--- config.mk ---
export PLATFORM = sky130hd
export DESIGN_NAME = fetch_queue
export DESIGN_NICKNAME = d
export VERILOG_FILES = /design/src/rtl/fetch_queue.sv
export SDC_FILE = /design/constraint.sdc
export NUM_CORES = 1
export LEC_CHECK = 0
export ABC_AREA = 1
export CORE_MARGIN = 3
export CORE_UTILIZATION = 47
export CTS_CLUSTER_SIZE = 28
export DETAILED_ROUTE_END_ITERATION = 10
export PLACE_DENSITY = 0.76
export SLEW_MARGIN = 20
export SYNTH_ARGS = -nofsm -noshare
export SYNTH_HDL_FRONTEND = slang
export SYNTH_SLANG_ARGS = --single-unit
--- constraint.sdc ---
create_clock -name clock -period 3.7 [get_ports clock]
set_input_delay 0.555 -clock clock [delete_from_list [all_inputs] [get_ports clock]]
set_output_delay 0.555 -clock clock [all_outputs]
set_load 0.005 [all_outputs]
--- src/rtl/fetch_queue.sv ---
// Instruction fetch stage: issues memory reads, buffers returned words with PC/epoch, presents them to decode.
// Optional FETCH_PERF_EN adds saturating stall_cycles / discard_count counters.
module fetch_queue #(
    parameter int unsigned QUEUE_DEPTH = 2,
    parameter logic [31:0] RESET_PC    = 32'h0000_0000
) (
    input  logic        clock,
    input  logic        reset,
    input  logic        redirect,
    input  logic [31:0] redirect_pc,
    output logic        address_enable,
    output logic [31:0] address,
    input  logic [31:0] data,
    input  logic        data_valid,
    output logic        out_valid,
    input  logic        out_ready,
    output logic [31:0] out_instruction,
    output logic [31:0] out_pc,
    output logic        out_epoch
`ifdef FETCH_PERF_EN
    ,
    output logic [31:0] stall_cycles,
    output logic [15:0] discard_count
`endif
);

    localparam int unsigned PTR_W = $clog2(QUEUE_DEPTH);
    localparam int unsigned CNT_W = PTR_W + 1;
    localparam logic [CNT_W:0] DEPTH_L = (CNT_W + 1)'(QUEUE_DEPTH);

    typedef enum logic [1:0] {
        IDLE    = 2'd0,
        REQUEST = 2'd1,
        DISCARD = 2'd2
    } state_t;

    state_t state, state_next;

    logic [31:0]      fetch_pc;
    logic [31:0]      stale_pc;
    logic             epoch;
    logic [PTR_W-1:0] head;
    logic [PTR_W-1:0] tail;
    logic [CNT_W-1:0] count;

    logic [31:0] q_pc    [QUEUE_DEPTH];
    logic [31:0] q_instr [QUEUE_DEPTH];
    logic        q_epoch [QUEUE_DEPTH];

    logic             push;
    logic             pop;
    logic [CNT_W-1:0] count_after_pop;
    logic [CNT_W:0]   occupancy;
    logic             room;

    assign out_valid = (count != '0);
    assign pop       = out_valid && out_ready && !redirect;
    assign push      = (state == REQUEST) && data_valid && !redirect;

    // An outstanding request reserves a slot, so it counts toward occupancy.
    assign count_after_pop = count - CNT_W'(pop);
    assign occupancy       = {1'b0, count_after_pop} + (CNT_W + 1)'(state != IDLE);
    assign room            = (occupancy < DEPTH_L);

    always_comb begin
        state_next = state;
        unique case (state)
            IDLE: begin
                if (redirect || room)
                    state_next = REQUEST;
            end
            REQUEST: begin
                if (redirect)
                    state_next = data_valid ? REQUEST : DISCARD;
                else if (data_valid)
                    state_next = room ? REQUEST : IDLE;
            end
            DISCARD: begin
                if (data_valid)
                    state_next = (redirect || room) ? REQUEST : IDLE;
            end
            default: state_next = IDLE;
        endcase
    end

    always_ff @(posedge clock or posedge reset) begin
        if (reset)
            state <= IDLE;
        else
            state <= state_next;
    end

    always_ff @(posedge clock or posedge reset) begin
        if (reset) begin
            fetch_pc <= RESET_PC & ~32'h3;
            stale_pc <= '0;
            epoch    <= 1'b0;
            head     <= '0;
            tail     <= '0;
            count    <= '0;
        end else if (redirect) begin
            fetch_pc <= redirect_pc & ~32'h3;
            epoch    <= ~epoch;
            head     <= '0;
            tail     <= '0;
            count    <= '0;
            // Memory cannot abort, so remember the address still being served.
            if (state == REQUEST && !data_valid)
                stale_pc <= fetch_pc;
        end else begin
            if (push) begin
                fetch_pc <= fetch_pc + 32'd4;
                tail     <= tail + PTR_W'(1);
            end
            if (pop)
                head <= head + PTR_W'(1);
            count <= count_after_pop + CNT_W'(push);
        end
    end

    always_ff @(posedge clock) begin
        if (push) begin
            q_pc[tail]    <= fetch_pc;
            q_instr[tail] <= data;
            q_epoch[tail] <= epoch;
        end
    end

    assign address_enable  = (state != IDLE);
    assign address         = (state == REQUEST) ? fetch_pc :
                             (state == DISCARD) ? stale_pc : '0;
    assign out_instruction = out_valid ? q_instr[head] : '0;
    assign out_pc          = out_valid ? q_pc[head]    : '0;
    assign out_epoch       = out_valid ? q_epoch[head] : 1'b0;

`ifdef FETCH_PERF_EN
    logic        stall;
    logic        dropped;
    logic [15:0] discard_inc;
    logic [16:0] discard_sum;

    assign stall       = !out_valid && (state != DISCARD);
    assign dropped     = data_valid && ((state == DISCARD) || (state == REQUEST && redirect));
    assign discard_inc = (redirect ? 16'(count) : 16'd0) + 16'(dropped);
    assign discard_sum = {1'b0, discard_count} + {1'b0, discard_inc};

    always_ff @(posedge clock or posedge reset) begin
        if (reset) begin
            stall_cycles  <= '0;
            discard_count <= '0;
        end else begin
            if (stall && stall_cycles != '1)
                stall_cycles <= stall_cycles + 32'd1;
            discard_count <= discard_sum[16] ? '1 : discard_sum[15:0];
        end
    end
`endif

endmodule

==> flow_metrics.env, run 1 <==
export IMPL_status="complete, no violations"
export IMPL_synth_area_mux_share=0
export IMPL_path_cells="inv_2 -> buf_4 -> nand2_1 -> a21oi_1 -> clkdlybuf4s50_1"
export IMPL_cts_sink_count=193
export IMPL_start_util=0.4850
export IMPL_wire_per_inst_um=16.79
export IMPL_hp_class="reg2reg"
export IMPL_num_antenna_cells=0
export IMPL_gp_congestion=0.9091
export IMPL_synth_xor_xnor_area_share=0.008896
export IMPL_slowest_stage="dfrtp_2"
export IMPL_drv_cap=0
export IMPL_worstPathMaxFanout=56
export IMPL_total_power_w=0.007187
export IMPL_synth_cells=931
export IMPL_critPathMaxStageDelay_ns=0.79
export IMPL_grt_pass1_vias=6629
export IMPL_ir_drop_mv=0.4043
export IMPL_hold_viol=0
export IMPL_io_buffer_count=161
export IMPL_antenna_found_initial=0
export IMPL_worstHoldStart="stale_pc[31]"
export IMPL_grt_pass1_wl_um=34620
export IMPL_vias_per_cell=5.269
export IMPL_drv_slew=0
export IMPL_ff2ff_setup_slack_ns=1.20
export IMPL_coreArea_um2=18270
export IMPL_synth_cell_types=31
export IMPL_synth_warnings=0
export IMPL_synth_area_um2=8861
export IMPL_hold_buffers=0
export IMPL_p_per_area_nw_per_um2=632.8
export IMPL_r2r_cells=6
export IMPL_p_leak_nw=4.419
export IMPL_hpwl_um=15040
export IMPL_track_usage=0.2174
export IMPL_die_x_um=143.3
export IMPL_end_kind="primary output"
export IMPL_firstDrtPassIters=5
export IMPL_cts_tree="done"
export IMPL_synth_edff_count=126
export IMPL_cp_required_ns=3.14
export IMPL_cts_resized=0
export IMPL_worst_pin_slew_ns=1.055
export IMPL_clockRootBuffer="clkbuf_16"
export IMPL_worstSkewPairLatency_ns=0.43
export IMPL_critical_path_class="reg2out"
export IMPL_area_growth_pct=28.17
export IMPL_synth_avg_cell_area_um2=9.518
export IMPL_synth_compound_area_frac=0.08995
export IMPL_holdPathEnd="stale_pc[31]"
export IMPL_pin_count=168
export IMPL_async_flop_share=0.3472
export IMPL_timing_rr_start="state[1]"
export IMPL_clkSlewWorstSetupHoldPaths_ns=0.07
export IMPL_setup_tns_ns=0
export IMPL_hold_slack_ns=0.4859
export IMPL_fill_cells=1496
export IMPL_die_h_um=143.3
export IMPL_timing_rr_end="q_instr[0][26]"
export IMPL_synth_fa_ha_area_frac=0.004236
export IMPL_path_buf_inv=3
export IMPL_die_area_um2=20540
export IMPL_fin_worst_skew_ns=0.009658
export IMPL_ys_ff_latch=193
export IMPL_fin_crit_sh=0.8496
export IMPL_drtIter0Drc=466
export IMPL_yosys_area_share_simple=0.2310
export IMPL_h_tree_depth=4
export IMPL_drc=0
export IMPL_clockBufferDepth=2
export IMPL_wl_um=22190
export IMPL_period_needed_ns=3.143
export IMPL_ys_seq_area_frac=0.6162
export IMPL_fin_nets=1152
export IMPL_start_kind="register"
export IMPL_drive_gt1_frac=0.08692
export IMPL_setup_viol=0
export IMPL_final_util=0.6216
export IMPL_ys_flop_type="edfxtp_1"
export IMPL_rsz0062_at_grt="false"
export IMPL_overflow=0
export IMPL_ant_nets=0
export IMPL_cp_arrival_ns=2.59
export IMPL_path_delay_family="buffers and inverters"
export IMPL_rows=49
export IMPL_vias=6965
export IMPL_cts_made_buffers=17
export IMPL_grt_max_degree=64
export IMPL_slew_headroom=0.2966
export IMPL_min_path_cells=2
export IMPL_synth_top_family_by_area="simple AND/OR/NAND/NOR gates"
export IMPL_max_freq_mhz=318.1
export IMPL_post_cts_setup_buffers=0
worst register-to-register path: stages (launching register included):
cell     delay, ns
dfrtp_1       0.61
inv_2         0.13
nand2_2       0.32
inv_4         0.20
nand3_2       0.21
nor2_4        0.45
buf_12        0.27
power breakdown:
part / total [W] / internal, W / switching [W] / leakage [nW]
logic: 0.00216 / 0.000986 / 0.00118 / 2.15
registers: 0.00305 / 0.00271 / 0.000337 / 1.98
clock network: 0.00198 / 0.00115 / 0.000830 / 0.289
total: 0.00719 / 0.00484 / 0.00234 / 4.42
worst max path at each step:
stage             start          to  slack, ns  depth (start not counted)
3_5_place_dp       head  out_pc[24]       0.97                          5
5_1_grt            head  out_pc[18]       0.37                          5
6_report           head  out_pc[24]       0.56                          5
3_3_place_gp       head  out_pc[22]       1.00                          5
4_1_cts            head  out_pc[24]       0.50                          5
2_1_floorplan  redirect  q_epoch[0]       0.79                          3
registers in the layout, summed over array words and instances (netlist names):
name,cells
epoch,1
q_epoch,2
tail,1
fetch_pc,30
q_pc,60
count,2
q_instr,64
stale_pc,30
head,1
state,2
layout make-up:
| type | instances | area (µm²) | area share |
|---|---|---|---|
| timing repair buffer | 176 | 1774 | 0.1562 |
| sequential | 193 | 5461 | 0.4809 |
| clock buffer | 18 | 429.2 | 0.03779 |
| inverter | 54 | 205.2 | 0.01807 |
| tap | 229 | 286.5 | 0.02523 |
| clock inverter | 14 | 205.2 | 0.01807 |
| multi-input combinational | 638 | 2995 | 0.2637 |
stage by stage:
step	cells	area (µm²)	setup slack, ns
floorplan	934	8877	0.7865
detailed placement	1290	10720	0.9739
global placement	1290	10720	1.003
global route	1322	11360	0.3718
CTS	1322	11360	0.5004
finish	1322	11360	0.5566
cells in the final DEF, fill, tap and decap left out, drive strengths merged, types with 4 or more instances in the layout:
master	netlist	layout
o211ai	10	10
o21ai	73	73
conb	1	4
clkdlybuf4s50	0	161
edfxtp	126	126
dfrtp	67	67
xor2	8	8
clkbuf	28	18
nand2	324	324
buf	21	15
bufinv	0	4
inv	54	58
a21oi	66	66
nand3	69	69
clkinvlp	0	6
nor2	71	71
cell usage after synthesis (5+ instances only):
cell	n	share of area
a21oi_1	66	0.037
buf_2	11	0.0062
buf_4	9	0.0076
clkbuf_1	28	0.012
dfrtp_1	67	0.19
edfxtp_1	126	0.43
inv_1	47	0.020
inv_2	6	0.0025
nand2_1	309	0.13
nand2_2	10	0.0071
nand2_4	5	0.0064
nand3_1	65	0.037
nor2_1	53	0.022
nor2_2	10	0.0071
nor2_4	6	0.0076
o211ai_1	10	0.0085
o21ai_0	68	0.038
o21ai_1	5	0.0028
xor2_1	8	0.0079
routing by layer:
metal / vias to the layer above / wire length (µm) / track usage
met4: 0 / 439 / 0.06938
met1: 3272 / 9913 / 0.3099
li1: 3400 / - / -
met3: 33 / 1679 / 0.04493
met5: - / 0 / 0
met2: 260 / 10160 / 0.3380
logic make-up after synthesis:
family          count (synthesis)
xor+xnor                        9
compound gates                153
simple gates                  469
flops                         193
buf+inv                       103
other cells                     1
fa+ha+maj                       3
(Power assumes the default switching activity.)
==> run 2, diff against run 1 <==
--- a/config.mk
+++ b/config.mk
@@ -7,10 +7,10 @@
 export LEC_CHECK = 0
 export ABC_AREA = 1
 export CORE_MARGIN = 3
-export CORE_UTILIZATION = 47
+export CORE_UTILIZATION = 50
 export CTS_CLUSTER_SIZE = 28
 export DETAILED_ROUTE_END_ITERATION = 10
-export PLACE_DENSITY = 0.76
+export PLACE_DENSITY = 0.77
 export SLEW_MARGIN = 20
 export SYNTH_ARGS = -nofsm -noshare
 export SYNTH_HDL_FRONTEND = slang
==> constraint.sdc (replaced) <==
create_clock -name clock -period 3.1 [get_ports clock]
set_input_delay 0.465 -clock clock [delete_from_list [all_inputs] [get_ports clock]]
set_output_delay 0.465 -clock clock [all_outputs]
set_load 0.005 [all_outputs]
==> run 2 against run 1 <==
Against the previous run:
- sequential cell count is the same
- combinational power grew 23%
- non-clock buffer count increased by 5
- utilization increased by 3.5 points
- cell count stayed put
- design area about the same
- global-route usage rose by 1.5 points
- die area is 5.7% lower
- wire length shrank 0.75%
- worst setup slack got worse by 0.097 ns
- first-iteration DRC count grew 24%
- largest power group unchanged
==> flow_metrics.env, run 2 (same netlist as run 1, synthesis figures left out) <==
export IMPL_status="complete, no violations"
export IMPL_worstPathMaxFanout=41
export IMPL_ir_drop_mv=0.4545
export IMPL_vias_per_cell=5.353
export IMPL_ff2ff_setup_slack_ns=0.92
export IMPL_cts_tree="done"
export IMPL_p_leak_nw=4.437
export IMPL_start_util=0.5123
export IMPL_firstDrtPassIters=5
export IMPL_slew_headroom=0.6310
export IMPL_clockBufferDepth=2
export IMPL_timing_rr_end="state[0]"
export IMPL_r2r_cells=10
export IMPL_rsz0062_at_grt="false"
export IMPL_hp_class="in2async"
export IMPL_coreArea_um2=17300
export IMPL_hold_buffers=0
export IMPL_wire_per_inst_um=16.66
export IMPL_cp_arrival_ns=2.18
export IMPL_gp_congestion=0.9345
export IMPL_max_freq_mhz=378.7
export IMPL_cts_sink_count=193
export IMPL_final_common_cell="nand2_1"
export IMPL_num_antenna_cells=0
export IMPL_top_regs="q_instr x64, q_pc x60"
export IMPL_clkSlewWorstSetupHoldPaths_ns=0.08
export IMPL_grt_max_degree=62
export IMPL_timing_rr_start="count[1]"
export IMPL_drive_gt1_frac=0.09116
export IMPL_drv_cap=0
export IMPL_wl_met2_um=10180
export IMPL_worst_pin_slew_ns=0.5515
export IMPL_final_cell_area_um2=11350
export IMPL_grt_pass1_wl_um=35710
export IMPL_drtIter0Drc=578
export IMPL_h_tree_depth=4
export IMPL_post_dp_cell_area_um2=10760
export IMPL_wl_um=22030
export IMPL_start_kind="register"
export IMPL_pin_count=168
export IMPL_setup_tns_ns=0
export IMPL_fin_nets=1157
export IMPL_hpwl_um=15260
export IMPL_dr_max_layer_used="met4"
export IMPL_cts_made_buffers=17
export IMPL_die_h_um=139.1
export IMPL_wl_met1_um=9646
export IMPL_clockRootBuffer="clkbuf_16"
export IMPL_critical_path_class="reg2out"
export IMPL_area_growth_pct=28.14
export IMPL_wl_met3_um=1693
export IMPL_period_needed_ns=2.641
export IMPL_setup_viol=0
export IMPL_io_buffer_count=161
export IMPL_grt_pass1_vias=6882
export IMPL_overflow=0
export IMPL_cp_required_ns=2.63
export IMPL_ff_latch_area_um2=5461
export IMPL_drc=0
export IMPL_drv_slew=0
export IMPL_fill_cells=1357
export IMPL_vias=7077
export IMPL_ant_nets=0
export IMPL_top_register="q_instr"
export IMPL_fin_worst_skew_ns=0.009419
export IMPL_track_usage=0.2320
export IMPL_die_x_um=139.1
export IMPL_fin_crit_sh=0.8519
export IMPL_post_cts_setup_buffers=0
export IMPL_rows=48
export IMPL_final_cell_mix="nand2_1, clkdlybuf4s50_1, edfxtp_1, o21ai_0"
export IMPL_die_area_um2=19360
export IMPL_p_per_area_nw_per_um2=745.4
export IMPL_worstSkewPairLatency_ns=0.43
export IMPL_end_kind="primary output"
export IMPL_multi_input_area_um2=2995
export IMPL_cts_resized=0
export IMPL_hold_viol=0
export IMPL_largest_reg_flops=64
export IMPL_antenna_found_initial=0
[run 2: worst max-delay path, stage by stage (launching register included)]
cell and delay [ns]:
dfrtp_2 0.43, inv_2 0.06, buf_4 0.39, nand2_1 0.11, a21oi_1 0.19, clkdlybuf4s50_1 0.57
[run 2: per-layer routing]
| layer | track usage | up-vias |
|---|---|---|
| met5 | 0 | - |
| met4 | 0.08136 | 0 |
| met3 | 0.04379 | 40 |
| met2 | 0.3521 | 292 |
| met1 | 0.3384 | 3342 |
| li1 | - | 3403 |
[run 2: layout make-up]
class | count | area share
Multi-Input combinational cell | 638 | 0.2638
Tap cell | 225 | 0.02479
Inverter | 54 | 0.01807
Clock buffer | 17 | 0.03747
Timing Repair Buffer | 181 | 0.1596
Sequential cell | 193 | 0.4810
Clock inverter | 14 | 0.01532
[run 2: how the worst max path moves through the flow]
stage	end	startpoint	cells after the start	slack, ns
detailed placement	q_instr[0][21]	redirect	5	0.60
global placement	q_instr[0][21]	redirect	5	0.61
finish	out_pc[11]	head	5	0.46
CTS	out_pc[19]	count[1]	4	0.41
floorplan	q_epoch[0]	state[1]	6	0.21
global route	out_pc[17]	head	5	0.33
[run 2: metrics by stage]
stage / util / worst slack (ns) / cells / power (W) / hold slack, ns
5_1_grt: 0.6565 / 0.3262 / 1322 / 0.008956 / 0.4011
6_report: 0.6565 / 0.4592 / 1322 / 0.008464 / 0.3597
4_1_cts: 0.6565 / 0.4134 / 1322 / 0.008504 / 0.3607
2_1_floorplan: - / 0.2103 / 934 / 0.004887 / 0.4510
3_3_place_gp: 0.6218 / 0.6144 / 1291 / 0.006219 / 0.4669
3_5_place_dp: 0.6218 / 0.5992 / 1291 / 0.006278 / 0.4750
[run 2: report_power, final]
group	total (W)	internal [W]	switching [W]
registers	0.00358	0.00324	0.000346
logic	0.00265	0.00119	0.00146
clock network	0.00223	0.00121	0.00102
